### config.mk
export PLATFORM = sky130hd
export DESIGN_NAME = mux_scan_sequencer
export DESIGN_NICKNAME = d
export VERILOG_FILES = /design/src/rtl/mux_scan_sequencer.sv
export SDC_FILE = /design/constraint.sdc
export NUM_CORES = 1
export LEC_CHECK = 0
export CAP_MARGIN = 20
export CORE_MARGIN = 8
export CORE_UTILIZATION = 40
export CTS_CLUSTER_SIZE = 14
export DETAILED_ROUTE_END_ITERATION = 8
export PLACE_DENSITY_LB_ADDON = 0.08
export SLEW_MARGIN = 20
export SYNTH_ARGS = -nofsm -noshare
export SYNTH_HDL_FRONTEND = slang
export SYNTH_SLANG_ARGS = --single-unit
### constraint.sdc
create_clock -name i_clk -period 1.7 [get_ports i_clk]
set_input_delay 0.34 -clock i_clk [delete_from_list [all_inputs] [get_ports i_clk]]
set_output_delay 0.34 -clock i_clk [all_outputs]
set_load 0.05 [all_outputs]
### src/rtl/mux_scan_sequencer.sv
// Scans the enabled channels of a 4:1 mux, dwelling DWELL cycles on each select,
// and packs the last-dwell-cycle samples into a 4-bit frame with a valid/ready output.
module mux_scan_sequencer #(
   parameter int unsigned DWELL = 4
) (
   input  logic       i_clk,
   input  logic       i_rst_n,
   input  logic       i_start,
   input  logic       i_continuous,
   input  logic [3:0] i_en_mask,
   output logic [1:0] o_sel,
   input  logic       i_mux_y,
   output logic [3:0] o_frame,
   output logic       o_frame_valid,
   input  logic       i_frame_ready,
   output logic       o_busy,
   output logic       o_overrun,
   input  logic       i_clr_ovr
);

   localparam int unsigned CntW = (DWELL > 1) ? $clog2(DWELL) : 1;
   localparam logic [CntW-1:0] CntLast = CntW'(DWELL - 1);

   typedef enum logic {StIdle, StScan} state_e;

   state_e          r_state, w_state_d;
   logic [3:0]      r_mask, w_mask_d;
   logic [1:0]      r_sel, w_sel_d;
   logic [CntW-1:0] r_cnt, w_cnt_d;
   logic [3:0]      r_shadow, w_shadow_d;
   logic [3:0]      r_frame, w_frame_d;
   logic            r_frame_valid, w_frame_valid_d;
   logic            r_overrun, w_overrun_d;
   logic [3:0]      w_cand;
   logic            w_load, w_drop;

   function automatic logic [1:0] f_lowest(input logic [3:0] m);
      logic [1:0] r;
      r = '0;
      for (int i = 3; i >= 0; i--) begin
         if (m[i]) r = 2'(i);
      end
      return r;
   endfunction

   function automatic logic f_has_next(input logic [3:0] m, input logic [1:0] s);
      logic r;
      r = 1'b0;
      for (int i = 0; i < 4; i++) begin
         if (m[i] && (i > int'(s))) r = 1'b1;
      end
      return r;
   endfunction

   function automatic logic [1:0] f_next(input logic [3:0] m, input logic [1:0] s);
      logic [1:0] r;
      r = s;
      for (int i = 3; i >= 0; i--) begin
         if (m[i] && (i > int'(s))) r = 2'(i);
      end
      return r;
   endfunction

   always_comb begin
      w_state_d       = r_state;
      w_mask_d        = r_mask;
      w_sel_d         = r_sel;
      w_cnt_d         = r_cnt;
      w_shadow_d      = r_shadow;
      w_frame_d       = r_frame;
      w_frame_valid_d = r_frame_valid;
      w_overrun_d     = r_overrun;
      w_load          = 1'b0;
      w_drop          = 1'b0;
      w_cand          = r_shadow;
      w_cand[r_sel]   = i_mux_y;

      if (i_clr_ovr) w_overrun_d = 1'b0;

      unique case (r_state)
         StIdle: begin
            if (i_start && (i_en_mask != 4'b0000)) begin
               w_state_d  = StScan;
               w_mask_d   = i_en_mask;
               w_sel_d    = f_lowest(i_en_mask);
               w_cnt_d    = '0;
               w_shadow_d = '0;
            end
         end
         StScan: begin
            if (r_cnt != CntLast) begin
               w_cnt_d = r_cnt + CntW'(1);
            end else begin
               w_shadow_d = w_cand;
               if (f_has_next(r_mask, r_sel)) begin
                  w_sel_d = f_next(r_mask, r_sel);
                  w_cnt_d = '0;
               end else begin
                  // Frame complete: load if the output slot is free or being drained now
                  if (!r_frame_valid || i_frame_ready) w_load = 1'b1;
                  else                                  w_drop = 1'b1;
                  if (i_continuous && (i_en_mask != 4'b0000)) begin
                     w_mask_d   = i_en_mask;
                     w_sel_d    = f_lowest(i_en_mask);
                     w_cnt_d    = '0;
                     w_shadow_d = '0;
                  end else begin
                     w_state_d = StIdle;
                  end
               end
            end
         end
         default: w_state_d = StIdle;
      endcase

      if (w_load) begin
         w_frame_d       = w_cand;
         w_frame_valid_d = 1'b1;
      end else if (r_frame_valid && i_frame_ready) begin
         w_frame_valid_d = 1'b0;
      end
      if (w_drop) w_overrun_d = 1'b1;
   end

   always_ff @(posedge i_clk) begin
      if (!i_rst_n) begin
         r_state       <= StIdle;
         r_mask        <= '0;
         r_sel         <= '0;
         r_cnt         <= '0;
         r_shadow      <= '0;
         r_frame       <= '0;
         r_frame_valid <= 1'b0;
         r_overrun     <= 1'b0;
      end else begin
         r_state       <= w_state_d;
         r_mask        <= w_mask_d;
         r_sel         <= w_sel_d;
         r_cnt         <= w_cnt_d;
         r_shadow      <= w_shadow_d;
         r_frame       <= w_frame_d;
         r_frame_valid <= w_frame_valid_d;
         r_overrun     <= w_overrun_d;
      end
   end

   assign o_sel         = r_sel;
   assign o_frame       = r_frame;
   assign o_frame_valid = r_frame_valid;
   assign o_overrun     = r_overrun;
   assign o_busy        = (r_state == StScan);

endmodule

==> results.md <==
* Fin area at around 0.0013 mm²
* Period utilization at around 95%
* Drt initial violations at 23
* IO Count at 20
* Initial Util at approximately 43%
* Post-DP HPWL at about 1.6 mm
* Die Y at ~65 µm
* Worst-path fanout max at 4
* Buf/Inv on CP at 1
* Setup TNS at 0 ns
* Drt first pass iters at 4
* GPL Wtd Cong at approximately 0.82
* Peak supply drop at approximately 540 µV
* Post-synthesis adder-cell area fraction at about 1.3%
* Core area at 0.002233 mm²
* CTS Sinks at 18
* Max incr delay on CP at about 0.46 ns
* CTS root buf: clkbuf_4
* Final Setup Violations at 0
* Total Power at between 900 and 1000 µW
* Htree depth at 1
* Final Max Slew Viols at 0
* First-pass GRT wire length at 3.594 mm
* Crit. End Element: register
* Vias in the first global route at approximately 830
* Tmin final at approximately 1.6 ns
* Syn Nets at 113
* CTS clk-pin slew, worst paths at 0.10 ns
* Initial antenna violation count at 0
* CP required at ~1.9 ns
* # diodes at 0
* Total GRT Usage at a little over a tenth
* Post-synth top flop: dfxtp_1
* Final Core Density at between 50% and 60%
* RSZ-0062 raised after global routing: false
* Via count at roughly 810
* Ordered cell list for the critical path: clkdlybuf4s50_1, nor4_4, nand2b_4, a31oi_2, o2111ai_1, o31ai_1
* Post-synthesis simple-gate area fraction at 27.55%
* Area Overhead vs Synth at 36.16%
* Post-synth EDFFs at 0
* Site Rows at 17
* Port bufs at 19
* CP top delay family: simple AND/OR/NAND/NOR gates
* Post-DP Area at ~0.0013 mm²
* Worst path slowest cell: clkdlybuf4s50_1
* Cells after Synth at slightly above 100
* Max capacitance violation total at 0
* Yosys warnings at 0
* Final WL at 2.022 mm
* Post-synthesis xor/xnor area fraction at 0%
* Die footprint at 0.004219 mm²
* Die width at roughly 65 µm
* PD cells at between 700 and 800 mW/mm²
* Count of unique library cells instantiated by Yosys at 35
* Main combinational cell family by area after synthesis: simple AND/OR/NAND/NOR gates
* Avg Inst Size Synth at 9.489 µm²
* Highest Clock Rate at approximately 620 MHz
* Hold/Removal Path Class: reg2reg
* Final hold vios at 0
* Critical path arrival at ~1.8 ns
* Nets@finish at about 140
* Fin Clk Skew at between 0.0015 and 0.002 ns
* # placed instances at around 150
* Sequential area share after synthesis at a little under two fifths
* Wire per inst at 12.80 µm
* Worst-Skew Late Latency at around 0.29 ns
* Slew @ Worst Pin at 0.3472 ns
* Layout Cells excl Fill at approximately 160
* Mux contribution to synthesized area at a little under an eighth
* Leak at 0.0005285 µW
* Clk buf depth at 2
* Ys async rst share at 0%
* Rel. slew slack at between 70% and 80%
* Synth Area in Compound Gates at between 20% and 30%
* Vias/cell at just over 5
* Run status: complete, no violations
* CTS tree: done
* Area of the mapped netlist at 958.4 µm²
* Grt total ovfl at 0
* Critical path class: in2reg
* # DRC at 0
* Post-DRT Antenna Nets at 0
* Inserted Clock Buffers at 3
* Synth Register Bits at 18
* Share of cells above drive strength 1 at between 20% and 30%
* Critical Path Start Type: primary input
* Largest net degree at the start of global routing at 22
==> routing by layer <==
layer	wire [µm]	part of all wire, %	GRT usage (%)
met1	929	46	11.75
met2	908	45	17.27
met3	156	7.7	4.124
met4	27	1.3	4.087
met5	0	0	0
==> per-stage QoR <==
step | hold slack [ns] | worst slack (ns)
global placement | 0.4336 | -0.2252
floorplan | 0.4196 | 0.03338
CTS | 0.4694 | 0.007558
global route | 0.4862 | 0.01989
detailed placement | 0.4436 | -0.3064
finish | 0.4622 | 0.07930
==> worst min-delay path: stages, from the launching register on <==
cell and delay (ns):
dfxtp_1 0.34, nand2_1 0.04, o21ai_0 0.05
==> final cells by class <==
cell class                      count  area [µm²]
Timing Repair Buffer               27       270.3
Sequential cell                    18       361.6
Tap cell                           28       35.03
Clock buffer                        4       36.28
Inverter                            1       3.754
Multi-Input combinational cell     80       598.1
Fill cell                         198       928.4
==> cell usage after synthesis (2+ instances only) <==
master | n | area share, %
a21boi_0 | 2 | 1.6
nand2_1 | 15 | 5.9
o31ai_1 | 2 | 1.6
nor2_1 | 5 | 2.0
nand2b_1 | 3 | 2.0
mux2i_1 | 9 | 9.4
dfxtp_1 | 18 | 38
mux2_2 | 2 | 2.3
nor2b_1 | 10 | 6.5
clkbuf_1 | 2 | 0.78
o21bai_1 | 3 | 2.3
o21ai_0 | 6 | 3.1
and3_1 | 2 | 1.3
==> registers in the layout, summed over array words and instances, names as in the netlist <==
| register | flops |
|---|---|
| o_busy | 1 |
| r_mask | 3 |
| o_frame | 4 |
| o_frame_valid | 1 |
| o_sel | 2 |
| r_shadow | 4 |
| r_cnt | 2 |
| o_overrun | 1 |
==> cells in the final DEF, fill, tap and decap left out, drive strengths merged, types with 2 or more instances in the layout <==
cell type	n
o31ai	2
o21ai	6
and3	2
clkbuf	4
nand2b	4
mux2	2
a21boi	2
a31oi	2
nand2	15
nor2b	10
dfxtp	18
o21bai	4
dlymetal6s2s	2
clkdlybuf4s50	8
nor2	5
buf	17
mux2i	9
==> worst paths after layout <==
check | startpoint | to | slack, ns | depth (start not counted)
worst max-delay path | i_en_mask[3] | o_sel[1] | 0.08 | 6
worst min-delay path | r_shadow[0] | r_shadow[0] | 0.46 | 2
worst max register to register | o_busy | r_mask[1] | 0.18 | 5
worst min register to register | r_shadow[0] | r_shadow[0] | 0.46 | 2
==> where the power goes <==
group / internal [µW] / switching [µW] / leakage, µW
Sequential: 435 / 16.8 / 0.000147
Clock: 130 / 130 / 0.0000210
Combinational: 109 / 98.7 / 0.000361
==> repair_timing <==
action                                  CTS  global route
gates resized for setup                   0             4
endpoints found under the hold margin     0             0
buffers inserted                          0             0
endpoints found under the setup margin    0             3
hold buffers                              0             0
==> kinds of logic (layout without fill, tap and decap cells) <==
logic type      Yosys count  count (layout)
compound gates           24              24
mux                      11              11
simple gates             44              44
flops                    18              18
fa+ha+maj                 1               1
buf+inv                   3              32
No activity file was read; power rests on OpenSTA's default activity.
